[src/rtl/pipe_ctrl_pkg.sv]
// Shared definitions for the pipe_ctrl lane controller: FSM encoding,
// default depth and the highest-set-bit flush mask helper.
package pipe_ctrl_pkg;

    typedef enum logic [1:0] {
        RUN   = 2'd0,
        DRAIN = 2'd1,
        HALT  = 2'd2
    } state_e;

    localparam int DEFAULT_STAGES = 4;
    localparam int MAX_STAGES     = 32;

    // Every bit at or below the highest set request bit is set.
    function automatic logic [MAX_STAGES-1:0] flushMask(input logic [MAX_STAGES-1:0] req);
        logic [MAX_STAGES-1:0] mask;
        logic                  acc;
        mask = '0;
        acc  = 1'b0;
        for (int i = MAX_STAGES - 1; i >= 0; i--) begin
            acc     = acc | req[i];
            mask[i] = acc;
        end
        return mask;
    endfunction

endpackage

[src/rtl/pipe_ctrl_mask.sv]
// Combinational stalled/squash mask generator for pipe_ctrl (prefix-OR of
// stall_req and flush_req from the oldest stage downwards).
module pipe_ctrl_mask
    import pipe_ctrl_pkg::*;
#(
    parameter int STAGES = DEFAULT_STAGES
) (
    input  logic [STAGES-1:0] stall_req_i,
    input  logic [STAGES-1:0] flush_req_i,
    output logic [STAGES-1:0] stalled_o,
    output logic [STAGES-1:0] squash_o
);

    logic [MAX_STAGES-1:0] flushWide;
    logic [MAX_STAGES-1:0] flushReqWide;
    logic [STAGES-1:0]     stallEdgeKeep;
    logic                  acc;

    always_comb begin
        flushReqWide               = '0;
        flushReqWide[STAGES-1:0]   = flush_req_i;
        flushWide                  = flushMask(flushReqWide);

        stalled_o = '0;
        acc       = 1'b0;
        for (int i = STAGES - 1; i >= 0; i--) begin
            acc          = acc | stall_req_i[i];
            stalled_o[i] = acc;
        end

        // The oldest register never gets a stall bubble; only a flush clears it.
        stallEdgeKeep             = '1;
        stallEdgeKeep[STAGES-1]   = 1'b0;

        squash_o = flushWide[STAGES-1:0]
                 | (stalled_o & ~(stalled_o >> 1) & stallEdgeKeep);
    end

endmodule

[src/rtl/pipe_ctrl.sv]
// Per-lane pipeline control: valid tracking, stall/flush enables, drain FSM.
// Optional stall-cycle counter enabled by defining PIPE_CTRL_PERF_EN.
module pipe_ctrl
    import pipe_ctrl_pkg::*;
#(
    parameter int STAGES = DEFAULT_STAGES
`ifdef PIPE_CTRL_PERF_EN
    , parameter int PERF_W = 32
`endif
) (
    input  logic              clk,
    input  logic              reset,
    input  logic              in_valid,
    output logic              in_ready,
    input  logic [STAGES-1:0] stall_req,
    input  logic [STAGES-1:0] flush_req,
    input  logic              drain_req,
    input  logic              resume,
    output logic              drained,
    output logic [STAGES-1:0] en,
    output logic [STAGES-1:0] squash,
    output logic [STAGES-1:0] valid,
`ifdef PIPE_CTRL_PERF_EN
    input  logic              perf_clr,
    output logic [PERF_W-1:0] perf_stall_cycles,
`endif
    output logic              stalled_any
);

    state_e            state_q, state_d;
    logic [STAGES-1:0] valid_q, valid_d;
    logic [STAGES-1:0] stalled;
    logic [STAGES-1:0] maskSquash;

    pipe_ctrl_mask #(.STAGES(STAGES)) u_mask (
        .stall_req_i (stall_req),
        .flush_req_i (flush_req),
        .stalled_o   (stalled),
        .squash_o    (maskSquash)
    );

    assign en          = ~stalled;
    assign squash      = reset ? '1 : maskSquash;
    assign stalled_any = stalled[0];
    assign in_ready    = en[0] & ~flush_req[0] & (state_q == RUN);
    assign drained     = (state_q == HALT);
    assign valid       = valid_q;

    // Squash wins over enable; enabled registers shift occupancy one stage older.
    always_comb begin
        valid_d = valid_q;
        if (maskSquash[0])
            valid_d[0] = 1'b0;
        else if (en[0])
            valid_d[0] = in_valid & in_ready;
        for (int i = 1; i < STAGES; i++) begin
            if (maskSquash[i])
                valid_d[i] = 1'b0;
            else if (en[i])
                valid_d[i] = valid_q[i-1];
        end
    end

    always_comb begin
        state_d = state_q;
        case (state_q)
            RUN:     if (drain_req) state_d = DRAIN;
            DRAIN:   if ((valid_d == '0) && (stall_req == '0)) state_d = HALT;
            HALT:    if (resume) state_d = RUN;
            default: state_d = RUN;
        endcase
    end

    always_ff @(posedge clk or posedge reset) begin
        if (reset) begin
            state_q <= RUN;
            valid_q <= '0;
        end else begin
            state_q <= state_d;
            valid_q <= valid_d;
        end
    end

`ifdef PIPE_CTRL_PERF_EN
    logic [PERF_W-1:0] perf_q;

    // Saturating count of cycles spent stalled while holding live work.
    always_ff @(posedge clk or posedge reset) begin
        if (reset)
            perf_q <= '0;
        else if (perf_clr)
            perf_q <= '0;
        else if (stalled_any && (valid_q != '0) && (perf_q != '1))
            perf_q <= perf_q + PERF_W'(1);
    end

    assign perf_stall_cycles = perf_q;
`endif

endmodule

[config.mk]
export PLATFORM = sky130hd
export DESIGN_NAME = pipe_ctrl
export DESIGN_NICKNAME = d
export VERILOG_FILES = /design/src/rtl/pipe_ctrl_pkg.sv /design/src/rtl/pipe_ctrl_mask.sv /design/src/rtl/pipe_ctrl.sv
export SDC_FILE = /design/constraint.sdc
export NUM_CORES = 1
export LEC_CHECK = 0
export CORE_AREA = 5 5 42 44
export DETAILED_ROUTE_END_ITERATION = 10
export DIE_AREA = 0 0 47 49
export GPL_TIMING_DRIVEN = 0
export PLACE_DENSITY = 0.79
export SLEW_MARGIN = 20
export SYNTH_ARGS = -nofsm -noshare
export SYNTH_HDL_FRONTEND = slang
export SYNTH_SLANG_ARGS = --single-unit
[constraint.sdc]
create_clock -name clk -period 3.4 [get_ports clk]
set_input_delay 0.68 -clock clk [delete_from_list [all_inputs] [get_ports clk]]
set_output_delay 0.68 -clock clk [all_outputs]
set_load 0.05 [all_outputs]
Yosys cells after proc, flatten, opt, wreduce, memory -nomap -nowiden
Cells that the tools add are included.

Logic and storage cells: 39. Register bits after elaboration: 6. Output and inout bits: 15.

Bitwise logic cells: 14. Equality and inequality tests: 5. Multiplexer cells: 13. Reduce and logical (&&, ||, !) cells: 5.

Operators by type and width (number): $logic_not 4->1 (2); $mux 1 (8); $mux 2 (3); $ne 2x2->1 const B (3); $or 1x1->1 (6); $pmux 2 s3 (1); $mux 4 (1); $not 4->4 (1); $or 4x3->4 (1); $and 1x1->1 (3); $and 3x3->3 (1); $not 3->3 (1); $reduce_and 3->1 (1); $eq 2x1->1 const B (1); $eq 2x2->1 const B (1); $logic_not 2->1 (1); $logic_and 1x1->1 (1); $not 1->1 (1).

Logic depth before layout (Yosys ltp)
Word-level depth: 13. Depth in mapped cells: 6. Mapped depth without buffers: 5.

Hierarchy
Synthesis repeated with hierarchy kept, for this count alone.

Cells, all modules: 51. Area total of the unflattened synthesis: 419.2 µm².

By module, submodules not included: pipe_ctrl (cells each 37, area an instance 332.8 µm², instances 1, seq. area each 150.1 µm²); pipe_ctrl_mask (cells each 14, area an instance 86.3 µm², instances 1, seq. area each 0.0 µm²).

Worst setup path after synthesis
Ideal clock, no wire load.

Path type: input -> output. Start: input stall_req[3]. End: output in_ready. Path buffers: 1. Required time: 2.720 ns. Cell stages on the path: 4. Path slack: -0.685 ns. Arrival time: 3.405 ns. Cell sequence: buf_6 nor4_2 inv_1 nor4_2.

Word-level cells in the longest chain between the ends: 6.

RTL lines: start: declaration (line pipe_ctrl.sv:15) `input logic [STAGES-1:0] stall_req,`; $or 1x1->1 (3 in a row) (line pipe_ctrl_mask.sv:27) `acc = acc | stall_req_i[i];`; $not 4->4 (line pipe_ctrl.sv:42) `assign en = ~stalled;`; via en[0] (line pipe_ctrl.sv:20) `output logic [STAGES-1:0] en,`; $and 1x1->1 (2 in a row) (line pipe_ctrl.sv:45) `assign in_ready = en[0] & ~flush_req[0] & (state_q == RUN);`; end: declaration (line pipe_ctrl.sv:14) `output logic in_ready,`.

The timed path passes the listed nets, and every way through them passes these cells.

Final worst setup path
Start: input stall_req[2]. End: output squash[0].

Word-level cells in the longest chain between the ends: 6. Elaborated cells between the ends (all ways): 7. Classes of those cells: mux: 1; bitwise: 6.

RTL lines: $or 1x1->1 * (2 in a row) (line pipe_ctrl_mask.sv:27); $or 1x1->1 or $not 3->3 (tied branches) (line pipe_ctrl_mask.sv:27, pipe_ctrl_mask.sv:36); $and 3x3->3 * (line pipe_ctrl_mask.sv:36) `| (stalled_o & ~(stalled_o >> 1) & stallEdgeKeep);`; $or 4x3->4 * (line pipe_ctrl_mask.sv:36); $mux 4 * (line pipe_ctrl.sv:43) `assign squash = reset ? '1 : maskSquash;`; end: declaration (line pipe_ctrl.sv:21) `output logic [STAGES-1:0] squash,`.

Mark *: on every way between the ends. The rest lies on a longest branch, timed or not.

==> results.sh <==
export IMPL_status="completed"
export IMPL_syn_num_nets=53
export IMPL_endpoint_kind="primary output"
export IMPL_rsz0062_at_grt="false"
export IMPL_finalCriticalPeriod_ns=3.24
export IMPL_finalSetupTns_ns=0
export IMPL_clockBufferDepth=2
export IMPL_track_usage_pct=10.3
export IMPL_grt_pass1_wl_mm=1.70
export IMPL_initial_utilization_pct=27.4
export IMPL_vdd_ir_drop_max_v=0.000137
export IMPL_synth_top_flop_cell="dfrtp_1"
export IMPL_port_buffers=26
export IMPL_synth_area_leaders="dfrtp_1 (39%), nor2b_1 (6.5%), nor4_2 (6.5%)"
export IMPL_gr_total_overflow=0
export IMPL_finalPower_uw=194
export IMPL_avgSynthCellArea_sq_um=9.60
export IMPL_cts_root_buffer="clkbuf_4"
export IMPL_finalHoldViolCount=0
export IMPL_p_sw_uw=56.6
export IMPL_critPathArrivalTime_ns=2.56
export IMPL_crit_family="buffers and inverters"
export IMPL_ys_ff_latch=6
export IMPL_worst_pin_slew_ns=0.510
export IMPL_ys_seq_area_share_pct=39.1
export IMPL_rows=14
export IMPL_cts_sinks=6
export IMPL_place_congestion=0.778
export IMPL_place_area_sq_um=682
export IMPL_synth_top_area_share_pct=39.1
export IMPL_diodes=0
export IMPL_clk_pin_slew_worst_paths_ns=0.04
export IMPL_antenna_found_initial=0
export IMPL_crit_chain="clkdlybuf4s50_1 -> nor3_1 -> a211o_1 -> clkdlybuf4s50_1"
export IMPL_min_path_type="reg2reg"
export IMPL_dieArea_sq_mm=0.00230
export IMPL_cp_required_ns=2.72
export IMPL_p_leak_uw=0.000273
export IMPL_p_comb_share_pct=27.9
export IMPL_synthDistinctLibCells=21
export IMPL_syn_inst=40
export IMPL_core_area_sq_mm=0.00140
export IMPL_fmaxAchievable_mhz=308
export IMPL_via_per_inst=4.89
export IMPL_clock_latency_ns=0.24
export IMPL_chipHeight_microns=49
export IMPL_synth_enable_flop_cells=0
export IMPL_final_antenna_net_count=0
export IMPL_numCtsBuffers=3
export IMPL_wl_per_cell_microns=12.7
export IMPL_clock_skew_ns=0.00188
export IMPL_die_width_microns=47
export IMPL_io_pins=28
export IMPL_async_flop_share_pct=100
export IMPL_syn_area_sq_um=384
export IMPL_final_cell_count_no_fill=85
export IMPL_cts_tree="built"
export IMPL_drive_gt1_share_pct=14.5
export IMPL_design_area_sq_um=708
export IMPL_max_cap_viol_count=0
export IMPL_syn2layout_area_growth_pct=84.4
export IMPL_ys_warn_count=0
export IMPL_htreeDepth=1
export IMPL_fin_crit_sh_pct=95.4
export IMPL_pwr_density_cell_mw_per_mm2=275
export IMPL_yosys_area_top_type="dfrtp_1"
export IMPL_crit_buf_inv=2
export IMPL_timing_worst_setup_path_type="in2out"
export IMPL_synth_common_cells="dfrtp_1 (6), inv_1 (4), nor2b_1 (4)"
export IMPL_post_cts_setup_buffers=0
export IMPL_path_max_fanout=6
export IMPL_slew_viol_final=0
export IMPL_first_iter_violations=4
export IMPL_crit_path_max_incr_delay_ns=0.80
export IMPL_grt_pass1_vias=379
export IMPL_vias=416
export IMPL_synth_most_common_cell="dfrtp_1"
export IMPL_drt_first_pass_iters=2
export IMPL_sw_frac_of_total_pct=29.1
export IMPL_hold_buffers=0
export IMPL_startpoint_type="primary input"
export IMPL_hold_slack_ns=0.543
export IMPL_clkPwrFrac_pct=32.7
export IMPL_fin_nets=84
export IMPL_maxSlewHeadroom_pct=65.9
export IMPL_crit_top_cell="clkdlybuf4s50_1"
export IMPL_grt_max_degree=9
export IMPL_dp_hpwl_microns=903
export IMPL_crit_slowest_cell="clkdlybuf4s50_1"
export IMPL_finalSetupViolCount=0
export IMPL_internal_power_uw=138
export IMPL_num_fill_cells=143
export IMPL_finalWirelength_mm=1.08
export IMPL_drc=0
export IMPL_power_frac_seq_pct=39.4
export IMPL_dpl_cell_count=82
==> final cells by class <==
cell class                 instances  area [sq um]  area share [%]
multi-input combinational         29           230            32.5
sequential                         6           150            21.2
timing repair buffer              26           259            36.6
buffer                             1          11.3            1.59
tap                               16          20.0            2.83
inverter                           4          15.0            2.12
clock buffer                       3          22.5            3.18
==> metrics by stage <==
step	utilization, %	worst slack [ns]
global route	50.5	0.0673
finish	50.5	0.157
floorplan	-	0.111
CTS	50.2	0.0733
detailed placement	48.7	-0.00643
global placement	48.7	-0.00342
==> flip-flops by register name (all words and copies together) (netlist names) <==
name / flops
state_q: 2
valid: 4
==> power groups by stage <==
stage	Combinational [uW]	Clock, uW	Sequential (uW)
after floorplan	27.7	0	77.1
after global placement	53.9	0	77.5
after detailed placement	54.1	0	77.7
after CTS	54.3	67.5	76.7
after global routing	57.4	69.4	76.9
final	54.2	63.6	76.6
==> kinds of logic (layout without fill, tap and decap cells) <==
group | Yosys count | count (layout) | synth area share, %
mux | 1 | 1 | 2.61
simple gates | 20 | 20 | 32.2
flops | 6 | 6 | 39.1
buf+inv | 5 | 34 | 6.84
compound gates | 8 | 8 | 19.2
==> per-layer routing <==
layer / routed length [microns] / track usage (%) / vias to the layer above
met5: 0 / 0 / -
met3: 126 / 4.06 / 2
met4: 15 / 5.53 / 0
met1: 419 / 11.9 / 194
li1: - / - / 203
met2: 518 / 15.6 / 17
==> path summary, 6_finish.rpt <==
| kind | cells after the start | from | slack (ns) | to |
|---|---|---|---|---|
| worst max-delay path | 4 | stall_req[2] | 0.16 | squash[0] |
| worst min-delay path | 1 | state_q[1]$_DFFE_PP0P_ | 0.54 | state_q[0]$_DFFE_PP0P_ |
| worst max register to register | 4 | valid[1]$_DFF_PP0_ | 2.00 | state_q[0]$_DFFE_PP0P_ |
| worst min register to register | 1 | state_q[1]$_DFFE_PP0P_ | 0.54 | state_q[0]$_DFFE_PP0P_ |
| max in group asynchronous | 2 | reset | 2.48 | valid[3]$_DFF_PP0_ |
| min in group asynchronous | 2 | reset | 0.72 | valid[1]$_DFF_PP0_ |
==> repair_timing <==
item	4_1_cts	5_1_grt
resized for setup	1	1
endpoints found under the setup margin	1	1
gates cloned	0	0
pin swaps	0	0
==> cell usage in the layout, fill, tap and decap left out, drive strengths merged, types with 2 or more instances in the layout <==
master | Yosys | routed
dfrtp | 6 | 6
nor2b | 4 | 4
inv | 4 | 4
nand2 | 3 | 3
nor4 | 2 | 2
nor2 | 3 | 3
clkbuf | 0 | 3
clkdlybuf4s50 | 0 | 25
nor3 | 3 | 3
nand2b | 2 | 2
No activity file was read; power rests on OpenSTA's default activity.
